$ cat src/rtl/ones_detect_ctrl_pkg.sv
// Shared types and width helpers for the time-shared ones-count detector.
// Build option: ONES_DETECT_EARLY_EXIT_EN (see ones_detect_ctrl).
package ones_detect_pkg;

  typedef enum logic [1:0] {IDLE, COUNT, DONE} state_t;

  function automatic int cnt_w(int width);
    return $clog2(width + 1);
  endfunction

  function automatic int id_w(int nreq);
    return (nreq < 2) ? 1 : $clog2(nreq);
  endfunction

  // Widths for the default 9-bit, 2-requester configuration.
  localparam int CNT_W = cnt_w(9);
  localparam int ID_W  = id_w(2);

endpackage

$ cat src/rtl/ones_detect_ctrl_if.sv
// Request/response bundle between requesters and the ones-count engine.
interface ones_detect_if
  import ones_detect_pkg::*;
#(
  parameter int WIDTH = 9,
  parameter int NREQ  = 2
) ();

  logic [NREQ-1:0]         req_valid;
  logic [NREQ*WIDTH-1:0]   req_data;
  logic [NREQ-1:0]         req_ready;
  logic                    resp_valid;
  logic                    resp_ready;
  logic [id_w(NREQ)-1:0]   resp_id;
  logic [cnt_w(WIDTH)-1:0] resp_count;
  logic                    resp_hit;

  modport master (
    output req_valid, req_data, resp_ready,
    input  req_ready, resp_valid, resp_id, resp_count, resp_hit
  );

  modport slave (
    input  req_valid, req_data, resp_ready,
    output req_ready, resp_valid, resp_id, resp_count, resp_hit
  );

endinterface

$ cat src/rtl/ones_detect_ctrl_rr_arbiter.sv
// Combinational round-robin grant; the search starts just after 'last',
// whose register lives in the parent.
module rr_arbiter
  import ones_detect_pkg::*;
#(
  parameter int NREQ = 2,
  parameter int IW   = id_w(NREQ)
) (
  input  logic [NREQ-1:0] req,
  input  logic [IW-1:0]   last,
  output logic [NREQ-1:0] grant
);

  logic          found;
  logic [IW-1:0] idx;

  always_comb begin
    grant = '0;
    found = 1'b0;
    idx   = '0;
    for (int k = 1; k <= NREQ; k++) begin
      idx = IW'((int'(last) + k) % NREQ);
      if (!found && req[idx]) begin
        grant[idx] = 1'b1;
        found      = 1'b1;
      end
    end
  end

endmodule

$ cat src/rtl/ones_detect_ctrl.sv
// Round-robin sequencer for one bit-serial ones counter shared by NREQ requesters.
// Build option: ONES_DETECT_EARLY_EXIT_EN stops counting once the target is exceeded.
//
//   state | meaning
//   IDLE  | arbitrating, req_ready driven from the round-robin grant
//   COUNT | shifting the latched vector, one bit per cycle
//   DONE  | result held on resp_* until resp_ready
module ones_detect_ctrl
  import ones_detect_pkg::*;
#(
  parameter int WIDTH      = 9,
  parameter int NREQ       = 2,
  parameter int DEF_TARGET = 9
) (
  input  logic                    clk,
  input  logic                    reset,
  input  logic                    cfg_we,
  input  logic [cnt_w(WIDTH)-1:0] cfg_target,
  ones_detect_if.slave            bus,
  output logic                    busy
);

  localparam int CW = cnt_w(WIDTH);
  localparam int IW = id_w(NREQ);

  state_t           state;
  logic [WIDTH-1:0] shift_q;
  logic [CW-1:0]    bitcnt_q;
  logic [CW-1:0]    count_q;
  logic [CW-1:0]    target_q;
  logic [CW-1:0]    cmp_q;
  logic [IW-1:0]    id_q;
  logic [IW-1:0]    last_q;
  logic             resp_valid_q;
  logic [CW-1:0]    resp_count_q;
  logic             resp_hit_q;
  logic             busy_q;

  logic [NREQ-1:0]  grant;
  logic [IW-1:0]    gid;
  logic [WIDTH-1:0] sel_data;
  logic             accept;
  logic [CW-1:0]    count_nxt;
  logic             early;

  rr_arbiter #(.NREQ(NREQ), .IW(IW)) u_arb (
    .req   (bus.req_valid),
    .last  (last_q),
    .grant (grant)
  );

  always_comb begin
    gid = '0;
    for (int i = 0; i < NREQ; i++) begin
      if (grant[i]) gid = IW'(i);
    end
  end

  // Grant is masked during reset so nothing is accepted on a reset edge.
  assign bus.req_ready = (state == IDLE && !reset) ? grant : '0;
  assign accept        = |(bus.req_valid & bus.req_ready);
  assign sel_data      = bus.req_data[int'(gid)*WIDTH +: WIDTH];
  assign count_nxt     = count_q + CW'(shift_q[0]);

`ifdef ONES_DETECT_EARLY_EXIT_EN
  assign early = (count_nxt > cmp_q);
`else
  assign early = 1'b0;
`endif

  always_ff @(posedge clk) begin
    if (reset) begin
      state        <= IDLE;
      shift_q      <= '0;
      bitcnt_q     <= '0;
      count_q      <= '0;
      target_q     <= CW'(DEF_TARGET);
      cmp_q        <= '0;
      id_q         <= '0;
      last_q       <= IW'(NREQ - 1);
      resp_valid_q <= 1'b0;
      resp_count_q <= '0;
      resp_hit_q   <= 1'b0;
      busy_q       <= 1'b0;
    end else begin
      if (cfg_we) target_q <= cfg_target;
      case (state)
        IDLE: begin
          if (accept) begin
            shift_q  <= sel_data;
            cmp_q    <= target_q;
            id_q     <= gid;
            last_q   <= gid;
            count_q  <= '0;
            bitcnt_q <= CW'(WIDTH);
            busy_q   <= 1'b1;
            state    <= COUNT;
          end
        end
        COUNT: begin
          count_q  <= count_nxt;
          shift_q  <= shift_q >> 1;
          bitcnt_q <= bitcnt_q - CW'(1);
          if (bitcnt_q == CW'(1) || early) begin
            resp_valid_q <= 1'b1;
            resp_count_q <= count_nxt;
            resp_hit_q   <= (count_nxt == cmp_q);
            state        <= DONE;
          end
        end
        DONE: begin
          if (bus.resp_ready) begin
            resp_valid_q <= 1'b0;
            busy_q       <= 1'b0;
            state        <= IDLE;
          end
        end
        default: state <= IDLE;
      endcase
    end
  end

  assign bus.resp_valid = resp_valid_q;
  assign bus.resp_id    = id_q;
  assign bus.resp_count = resp_count_q;
  assign bus.resp_hit   = resp_hit_q;
  assign busy           = busy_q;

endmodule
$ cat src/flat_wrapper.sv
// flat-port wrapper written by rule: the top's interface ports become plain ports
module ones_detect_ctrl_flat import ones_detect_pkg::*;
#(
  parameter int WIDTH      = 9,
  parameter int NREQ       = 2,
  parameter int DEF_TARGET = 9
)
  (clk, reset, cfg_we, cfg_target, busy, bus_req_valid, bus_req_data, bus_resp_ready, bus_req_ready, bus_resp_valid, bus_resp_id, bus_resp_count, bus_resp_hit);
  ones_detect_if #(.WIDTH(WIDTH), .NREQ(NREQ)) bus_i ();
  input  logic clk;
  input  logic reset;
  input  logic cfg_we;
  input  logic [cnt_w(WIDTH)-1:0] cfg_target;
  output logic busy;
  input wire logic [$bits(bus_i.req_valid)-1:0] bus_req_valid;
  input wire logic [$bits(bus_i.req_data)-1:0] bus_req_data;
  input wire logic [$bits(bus_i.resp_ready)-1:0] bus_resp_ready;
  output wire logic [$bits(bus_i.req_ready)-1:0] bus_req_ready;
  output wire logic [$bits(bus_i.resp_valid)-1:0] bus_resp_valid;
  output wire logic [$bits(bus_i.resp_id)-1:0] bus_resp_id;
  output wire logic [$bits(bus_i.resp_count)-1:0] bus_resp_count;
  output wire logic [$bits(bus_i.resp_hit)-1:0] bus_resp_hit;
  assign bus_i.req_valid = bus_req_valid;
  assign bus_i.req_data = bus_req_data;
  assign bus_i.resp_ready = bus_resp_ready;
  assign bus_req_ready = bus_i.req_ready;
  assign bus_resp_valid = bus_i.resp_valid;
  assign bus_resp_id = bus_i.resp_id;
  assign bus_resp_count = bus_i.resp_count;
  assign bus_resp_hit = bus_i.resp_hit;
  ones_detect_ctrl #(.WIDTH(WIDTH), .NREQ(NREQ), .DEF_TARGET(DEF_TARGET)) u_core (.clk(clk), .reset(reset), .cfg_we(cfg_we), .cfg_target(cfg_target), .bus(bus_i), .busy(busy));
endmodule
$ cat config.mk
export PLATFORM = sky130hd
export DESIGN_NAME = ones_detect_ctrl_flat
export DESIGN_NICKNAME = d
export VERILOG_FILES = /design/src/rtl/ones_detect_ctrl_pkg.sv /design/src/rtl/ones_detect_ctrl_if.sv /design/src/rtl/ones_detect_ctrl_rr_arbiter.sv /design/src/rtl/ones_detect_ctrl.sv /design/src/flat_wrapper.sv
export SDC_FILE = /design/constraint.sdc
export NUM_CORES = 1
export LEC_CHECK = 0
export ABC_AREA = 1
export CORE_ASPECT_RATIO = 1.1
export CORE_MARGIN = 2
export CORE_UTILIZATION = 28
export CTS_CLUSTER_DIAMETER = 60
export DETAILED_ROUTE_END_ITERATION = 12
export GPL_TIMING_DRIVEN = 0
export REMOVE_ABC_BUFFERS = 1
export SETUP_SLACK_MARGIN = 0.02
export SLEW_MARGIN = 20
export SYNTH_ARGS = -nofsm -noshare
export SYNTH_HDL_FRONTEND = slang
export SYNTH_SLANG_ARGS = --single-unit
$ cat constraint.sdc
create_clock -name clk -period 1.5 [get_ports clk]
set_input_delay 0.15 -clock clk [delete_from_list [all_inputs] [get_ports clk]]
set_output_delay 0.15 -clock clk [all_outputs]
set_load 0.01 [all_outputs]
==> results of run 1 <==
-- cells by family (layout without fill, tap and decap cells) --
group                      Yosys count  count (layout)
AOI/OAI and AO/OA                   29              29
adders and majority gates            4               4
buffers and inverters               42              87
DFF                                 36              36
and+or+nand+nor                    162             162
-- worst reg2reg max path, stage by stage (launching register included) --
cell and delay (ns):
dfxtp_2 0.34, ha_4 0.17, ha_4 0.27, inv_1 0.04
nand2_1 0.05, nand2_1 0.04, nor2_1 0.10, nand2_1 0.06
nor2_1 0.09, nand2_1 0.06, a21oi_1 0.10
-- synth_stat cells, drive strengths merged, types with 2 or more instances --
| cell type | number |
|---|---|
| o21ai | 14 |
| a21oi | 9 |
| nand4 | 2 |
| nor3 | 3 |
| nor2 | 49 |
| clkbuf | 2 |
| nand2 | 84 |
| a31oi | 2 |
| nand3 | 22 |
| dfxtp | 36 |
| ha | 4 |
| buf | 4 |
| inv | 36 |
-- final timing paths --
check                startpoint                  end  cells after the start
max           u_core.shift_q[0]  u_core.bus.resp_hit                     10
min                       reset    u_core.shift_q[0]                      2
max reg2reg   u_core.shift_q[0]  u_core.bus.resp_hit                     10
min reg2reg  u_core.target_q[3]   u_core.target_q[3]                      2
-- report_power, final --
part / switching, W / total (W) / internal (W)
sequential: 0.0000481 / 0.00108 / 0.00104
clock: 0.000333 / 0.000708 / 0.000375
combinational: 0.000295 / 0.000542 / 0.000247
-- sequential cells by signal (all words and copies together) (netlist names) --
register,cells
u_core.bitcnt_q,4
u_core.bus.resp_count,4
u_core.bus.resp_hit,1
u_core.bus.resp_id,1
u_core.bus.resp_valid,1
u_core.busy,1
u_core.cmp_q,4
u_core.count_q,4
u_core.last_q,1
u_core.shift_q,9
u_core.state,2
u_core.target_q,4
-- routing by layer --
metal,GRT usage [%],up-vias
li1,-,934
met1,13.4,723
met2,20.4,35
met3,3.67,6
met4,4.16,0
met5,0,-
-- per-stage QoR --
stage | power [W] | util (%) | cells
final | 0.00233 | 39.3 | 398
after global routing | 0.00250 | 39.3 | 398
after detailed placement | 0.00161 | 36.2 | 384
after global placement | 0.00160 | 36.2 | 384
after floorplan | 0.00142 | - | 267
after CTS | 0.00233 | 38.3 | 394
-- final cells by class --
class / instances / area, um^2
multi-input combinational: 195 / 973
clock buffer: 8 / 90.1
timing repair buffer: 43 / 412
tap: 80 / 100
fill: 726 / 3780
inverter: 36 / 146
sequential: 36 / 724
-- what timing repair did --
item / CTS / global route
pin swaps: 2 / 0
buffers inserted: 2 / 4
gates resized for setup: 17 / 10
setup endpoints to repair: 35 / 16
==> impl_results.md, run 1 <==
* # DRC at 0
* Peak supply drop at 336 uV
* Placed instance area at 2260 um^2
* Max Used Layer: met4
* Largest family of logic cells by synthesized area: simple AND/OR/NAND/NOR gates
* Post-route cell area at 2450 um^2
* Max-Cap Viols at 0
* Outcome: finished, final reports clean
* Die ar. at 7200 um^2
* Worst slew pin tran at 0.443 ns
* Yosys warnings at 0
* Slew HR at 70.4%
* Share of the yosys chip area belonging to registers at 39.4%
* Worst path most repeated cell: nand2_1
* Crit path time final at 1.39 ns
* Setup crit end kind: register
* Fin. Hold Viols at 0
* Required @ worst endpoint at 1.71 ns
* Compound-Gate Fraction of Synth Area at 9.09%
* Synthesized area at 1830 um^2
* CTS Root Cell: clkbuf_8
* Critical Path Start Type: register
* Fraction of layout cells with a size suffix above 1 at 11.9%
* H-tree Lvls at 2
* Setup slack, reg-to-reg at 0.11 ns
* Routed met2 length at 1.80 mm
* Rows at 30
* Number of global-route vias before repair at 1542
* Area leader, netlist: dfxtp_1
* Final wirelength at 3.82 mm
* Hold Buf Count CTS at 0
* Async set-reset flop share out of synthesis at 0%
* Pre-antenna DRT Iters at 4
* TritonCTS Buffers at 5
* Cells after synthesis at 273
* Initial Util at 29.4%
* Area contributors post-synth: dfxtp_1 (39%), nand2_1 (16%), nor2_1 (9.8%), inv_1 (7.0%), nand3_1 (5.5%)
* Hold crit path type: in -> reg
* Vias per cell at 4.27
* Mean post-synth cell area at 6.71 um^2
* PortBufs at 37
* Final Skew at 0.00464 ns
* Critical path class: reg -> reg
* Crit path max-delay family: adder cells
* Cell Pwr Density at 954 nW/um^2
* GRT Total Usage at 11.7%
* Synth Area in XOR/XNOR at 0%
* Fmax achieved at 0.722 GHz
* Slew Viols, Final at 0
* Vias post-DR at 1698
* Final #Nets at 349
* DP Worst Slack at -1.09 ns
* WL met3 at 155 um
* Mux cell area share after synthesis at 0%
* CP arrival at 1.60 ns
* CTS tree: done
* Simple-gate share of the synthesized area at 39.0%
* Drt initial violations at 45
* Cell variety after synth at 29
* First-pass GRT wire length at 6.51 mm
* CP Cell Sequence: ha_4 > ha_4 > inv_1 > nand2_1 > nand2_1 > nor2_1 > nand2_1 > nor2_1 > nand2_1 > a21oi_1
* Antenna violations before repair at 0
* Most common cell after layout, fill and taps aside: nand2_1
* Skew-Pair Late Insertion Delay at 0.28 ns
* Die Ht at 88.8 um
* WL/cell at 9.61 um
* Endpoints failing setup at 0
* CP max stage delay at 0.34 ns
* Post-Synth Adder-Cell Area at 2.73%
* Worst-path maximum fanout at 4
* Final period util at 92.3%
* Clock tree sinks at 36
* Hpwl dp at 2.73 mm
* Yosys top cell area share at 39.4%
* Worst-case clock buffer depth at 2
* Global route total overflow at 0
* EDFF count, synth at 0
* Worst Hold Margin at 0.287 ns
* WP buf/inv at 1
* I/O pins at 38
* Chip width at 81.1 um
* Yosys reg bits at 36
* Commonest cells after routing, fill and taps aside: nand2_1 (77), nor2_1 (47), clkdlybuf4s50_1 (33), dfxtp_1 (33), inv_1 (32)
* Area delta synth->final at 33.6%
* Antenna viol nets, final at 0
* Largest net degree at the start of global routing at 23
* Clk slew on worst S/H paths at 0.07 ns
* Slowest stage cell, crit path: dfxtp_2
* WL met1 at 1.82 mm
* GPL Wtd Cong at 0.778
* Core footprint at 6230 um^2
* Pleak at 1.09 nW
* Primary FF master, synth: dfxtp_1
* Slack of the critical path at 0.115 ns
* ANT cells at 0
* TNS Setup at 0 ns
* RSZ-0062 raised after global routing: true
(Power assumes the default switching activity.)
==> inputs of run 2 (changes only) <==
- CELL_PAD_IN_SITES_DETAIL_PLACEMENT: not set -> 0
- CELL_PAD_IN_SITES_GLOBAL_PLACEMENT: not set -> 1
- PLACE_DENSITY_LB_ADDON: not set -> 0.1
==> impl_results.md, run 2 (synthesized netlist as in run 1, its figures left out) <==
* Crit path time final at 1.38 ns
* RSZ-0062 raised after global routing: true
* Seq pwr share at 42.0%
* Initial Util at 29.4%
* Hold Buf Count CTS at 0
* Placed instance area at 2260 um^2
* I/O pins at 38
* Antenna viol nets, final at 0
* Hpwl dp at 2.93 mm
* CP arrival at 1.60 ns
* CP max stage delay at 0.34 ns
* Most common cell after layout, fill and taps aside: nand2_1
* Switching part of the total power at 27.6%
* First-pass GRT wire length at 7.10 mm
* Vias per cell at 4.26
* Max-Cap Viols at 0
* CTS Root Cell: clkbuf_8
* Switch Pwr at 0.000712 W
* CTS tree: done
* ANT cells at 0
* Chip width at 81.1 um
* # DRC at 0
* Die ar. at 7200 um^2
* Register area at 724 um^2
* Crit path max-delay family: adder cells
* Endpoints failing setup at 0
* Cell Pwr Density at 1040 nW/um^2
* Internal power at 0.00186 W
* Largest net degree at the start of global routing at 23
* Pre-antenna DRT Iters at 4
* Skew-Pair Late Insertion Delay at 0.29 ns
* Post-route cell area at 2480 um^2
* Worst-path maximum fanout at 4
* Layout fillers at 698
* Register bank with the most flops: u_core.shift_q
* Final wirelength at 4.34 mm
* Max reg flops at 9
* Clock tree sinks at 36
* Final period util at 92.2%
* Total power at 0.00257 W
* Worst slew pin tran at 0.472 ns
* Slew Viols, Final at 0
* Slew HR at 68.6%
* GPL Wtd Cong at 0.697
* Die Ht at 88.8 um
* Critical Path Start Type: register
* Critical path class: reg -> reg
* Drt initial violations at 42
* Final Skew at 0.00445 ns
* Slowest stage cell, crit path: dfxtp_2
* Fmax achieved at 0.723 GHz
* WP buf/inv at 1
* Multi-input gate area at 982 um^2
* Setup crit end kind: register
* Comb pwr share at 21.2%
* WL/cell at 10.9 um
* Outcome: finished, final reports clean
* Vias post-DR at 1697
* Required @ worst endpoint at 1.72 ns
* TritonCTS Buffers at 5
* Fraction of layout cells with a size suffix above 1 at 12.6%
* Area delta synth->final at 35.4%
* Number of global-route vias before repair at 1512
* Placed Cells at 384
* Worst path most repeated cell: nand2_1
* Final #Nets at 349
* GRT Total Usage at 13.4%
* Pleak at 1.10 nW
* Core footprint at 6230 um^2
* Clk slew on worst S/H paths at 0.07 ns
* Clock power share at 36.7%
* Commonest cells after routing, fill and taps aside: nand2_1 (77), nor2_1 (47), clkdlybuf4s50_1 (33), dfxtp_1 (33), inv_1 (32)
* Antenna violations before repair at 0
* Worst-case clock buffer depth at 2
* Rows at 30
* Hold crit path type: in -> reg
* H-tree Lvls at 2
* Peak supply drop at 435 uV
* PortBufs at 37
* Global route total overflow at 0
* CP Cell Sequence: ha_4 > ha_4 > inv_1 > nand2_1 > nand2_1 > nor2_1 > nand2_1 > nor2_1 > nand2_1 > a21oi_1
* Final non-filler cell total at 398
* Fin. Hold Viols at 0
==> run 2: power groups by stage <==
| stage | clock network, W | registers, W | logic [W] |
|---|---|---|---|
| after detailed placement | 0 | 0.00110 | 0.000513 |
| after floorplan | 0 | 0.00110 | 0.000319 |
| after CTS | 0.000966 | 0.00108 | 0.000535 |
| final | 0.000945 | 0.00108 | 0.000546 |
| after global placement | 0 | 0.00110 | 0.000514 |
| after global routing | 0.00102 | 0.00109 | 0.000622 |
==> run 2: what timing repair did <==
action / 4_1_cts / 5_1_grt
pin swaps: 2 / 1
resized for setup: 19 / 9
setup endpoints to repair: 37 / 17
setup buffers: 3 / 3
==> run 2: area by class of cell <==
class                      instances  area share, %
sequential                        36           29.2
tap                               80           4.04
timing repair buffer              43           16.1
multi-input combinational        195           39.6
inverter                          36           5.91
clock buffer                       7           3.89
clock inverter                     1           1.21
==> run 2: per-layer routing <==
metal | vias up | global-route usage, % | wire length, um
li1 | 937 | - | -
met1 | 723 | 14.4 | 1890
met2 | 33 | 24.3 | 2220
met3 | 4 | 3.67 | 170
met4 | 0 | 5.86 | 65
met5 | - | 0 | 0
==> run 2: worst reg2reg max path: stages (launching register included) <==
cell and delay [ns]:
dfxtp_2 0.34, ha_4 0.17, ha_4 0.28, inv_1 0.04, nand2_1 0.05, nand2_1 0.04
nor2_1 0.09, nand2_1 0.06, nor2_1 0.08, nand2_1 0.05, a21oi_1 0.10
==> run 2: metrics by stage <==
step	setup slack (ns)	utilization [%]	TNS (ns)	hold WS [ns]
finish	0.117	39.8	0	0.297
global route	-0.0436	39.8	-0.0436	0.298
CTS	0.00597	39.2	0	0.299
detailed placement	-1.20	36.2	-30.98	0.456
global placement	-1.19	36.2	-30.60	0.450
floorplan	0.116	-	0	0.212
==> run 2: worst paths after layout <==
| path | endpoint | slack, ns | start | depth (start not counted) |
|---|---|---|---|---|
| worst max-delay path | u_core.bus.resp_hit | 0.12 | u_core.count_q[0] | 10 |
| worst min-delay path | u_core.shift_q[0] | 0.30 | reset | 2 |
| worst max register to register | u_core.bus.resp_hit | 0.12 | u_core.count_q[0] | 10 |
| worst min register to register | u_core.bus.resp_id | 0.46 | u_core.bus.resp_id | 2 |
==> inputs of run 3 (changes only) <==
- GPL_TIMING_DRIVEN: 0 -> not set
==> impl_results.md, run 3 (synthesized netlist as in run 1, its figures left out) <==
* Outcome: finished, final reports clean
* Worst-path maximum fanout at 3
* GRT Total Usage at 13.4%
* Chip width at 81.1 um
* PortBufs at 37
* Worst slew pin tran at 0.246 ns
* DP Worst Slack at -0.245 ns
* Register bank with the most flops: u_core.shift_q
* CTS tree: done
* RSZ-0062 raised after global routing: true
* Die Ht at 88.8 um
* Final Skew at 0.00687 ns
* Crit path time final at 1.41 ns
* CP max stage delay at 0.34 ns
* Cell Pwr Density at 945 nW/um^2
* Worst path most repeated cell: nand2_1
* Setup crit end kind: register
* First-pass GRT wire length at 7.44 mm
* Critical Path Start Type: register
* H-tree Lvls at 2
* Final #Nets at 362
* Hold crit path type: in -> reg
* Vias per cell at 4.28
* Initial Util at 29.4%
* Crit path max-delay family: adder cells
* ANT cells at 0
* Slew Viols, Final at 0
* Pleak at 1.18 nW
* Final wirelength at 4.31 mm
* Post-route cell area at 2560 um^2
* Rows at 30
* Drt initial violations at 36
* Fmax achieved at 0.707 GHz
* Core footprint at 6230 um^2
* Slack of the critical path at 0.0864 ns
* Antenna viol nets, final at 0
* Largest net degree at the start of global routing at 22
* WL/cell at 10.5 um
* Peak supply drop at 358 uV
* Total power at 0.00242 W
* Max-Cap Viols at 0
* Pre-antenna DRT Iters at 4
* TritonCTS Buffers at 5
* Number of global-route vias before repair at 1677
* Endpoints failing setup at 0
* Layout fillers at 692
* Clk slew on worst S/H paths at 0.07 ns
* Commonest cells after routing, fill and taps aside: nand2_1 (76), nor2_1 (46), dfxtp_1 (34)
* CTS Root Cell: clkbuf_8
* Fraction of layout cells with a size suffix above 1 at 15.8%
* Max reg flops at 9
* Die ar. at 7200 um^2
* Final period util at 94.2%
* Hpwl dp at 3.09 mm
* Global route total overflow at 0
* Slew HR at 83.4%
* Most common cell after layout, fill and taps aside: nand2_1
* Critical path class: reg -> reg
* Area delta synth->final at 39.8%
* WP buf/inv at 1
* Skew-Pair Late Insertion Delay at 0.29 ns
* Required @ worst endpoint at 1.73 ns
* Worst-case clock buffer depth at 2
* Antenna violations before repair at 0
* GPL Wtd Cong at 0.706
* Clock tree sinks at 36
* Fin. Hold Viols at 0
* CP arrival at 1.64 ns
* # DRC at 0
* I/O pins at 38
* Hold Buf Count CTS at 0
* CP Cell Sequence: ha_4 > ha_4 > inv_2 > nand2_2 > nand2_1 > nor2_1 > nand2_1 > nor2_1 > nand2_1 > a21oi_2
* Slowest stage cell, crit path: dfxtp_2
* Vias post-DR at 1756
* Placed instance area at 2390 um^2
==> run 3: cell types whose count changed in the layout (fill, tap and decap cells not counted), sizes merged <==
cell          change
dlymetal6s2s      +2
clkinvlp          -1
bufinv            -1
inv               +1
clkbuf            -1
buf              +12
==> run 3: stage by stage <==
step	setup TNS [ns]	std cells	hold slack (ns)	utilization, %
after CTS	0	406	0.439	40.2
after global routing	-0.0335	410	0.393	41.1
after global placement	-2.88	399	0.450	38.4
after floorplan	0	267	0.212	-
after detailed placement	-3.39	399	0.450	38.4
final	0	410	0.364	41.1
==> run 3: area by class of cell <==
cell class / instances / area, um^2 / area share, %
multi-input combinational: 195 / 967 / 37.8
sequential: 36 / 723 / 28.3
timing repair buffer: 56 / 537 / 21.0
inverter: 36 / 135 / 5.28
tap: 80 / 100 / 3.91
clock buffer: 7 / 96.3 / 3.77
==> run 3: repair_timing <==
item,in CTS,in global routing
pin swaps,0,9
endpoints found under the setup margin,3,15
buffers inserted,0,4
gates resized for setup,6,11
==> run 3: worst reg2reg max path: stages (launching register included) <==
cell and delay (ns):
dfxtp_2 0.34, ha_4 0.17, ha_4 0.28, inv_2 0.04, nand2_2 0.04, nand2_1 0.04, nor2_1 0.09, nand2_1 0.06
nor2_1 0.11, nand2_1 0.07, a21oi_2 0.12
==> run 3: worst paths after layout <==
kind                 startpoint                   to  slack (ns)  cells after the start
max           u_core.shift_q[0]  u_core.bus.resp_hit        0.09                     10
min                       reset    u_core.count_q[2]        0.36                      3
max reg2reg   u_core.shift_q[0]  u_core.bus.resp_hit        0.09                     10
min reg2reg  u_core.target_q[0]   u_core.target_q[0]        0.47                      2
==> run 3: where the power goes <==
part | switching (W) | leakage (nW) | internal (W)
sequential | 0.0000451 | 0.296 | 0.00104
combinational | 0.000309 | 0.835 | 0.000281
clock | 0.000339 | 0.0503 | 0.000409
==> run 3: layer usage <==
metal / GRT usage, % / wire, um / vias up
met1: 15.8 / 2070 / 751
met4: 6.01 / 86 / 0
met3: 2.86 / 170 / 7
met5: 0 / 0 / -
li1: - / - / 964
met2: 23.3 / 1990 / 34
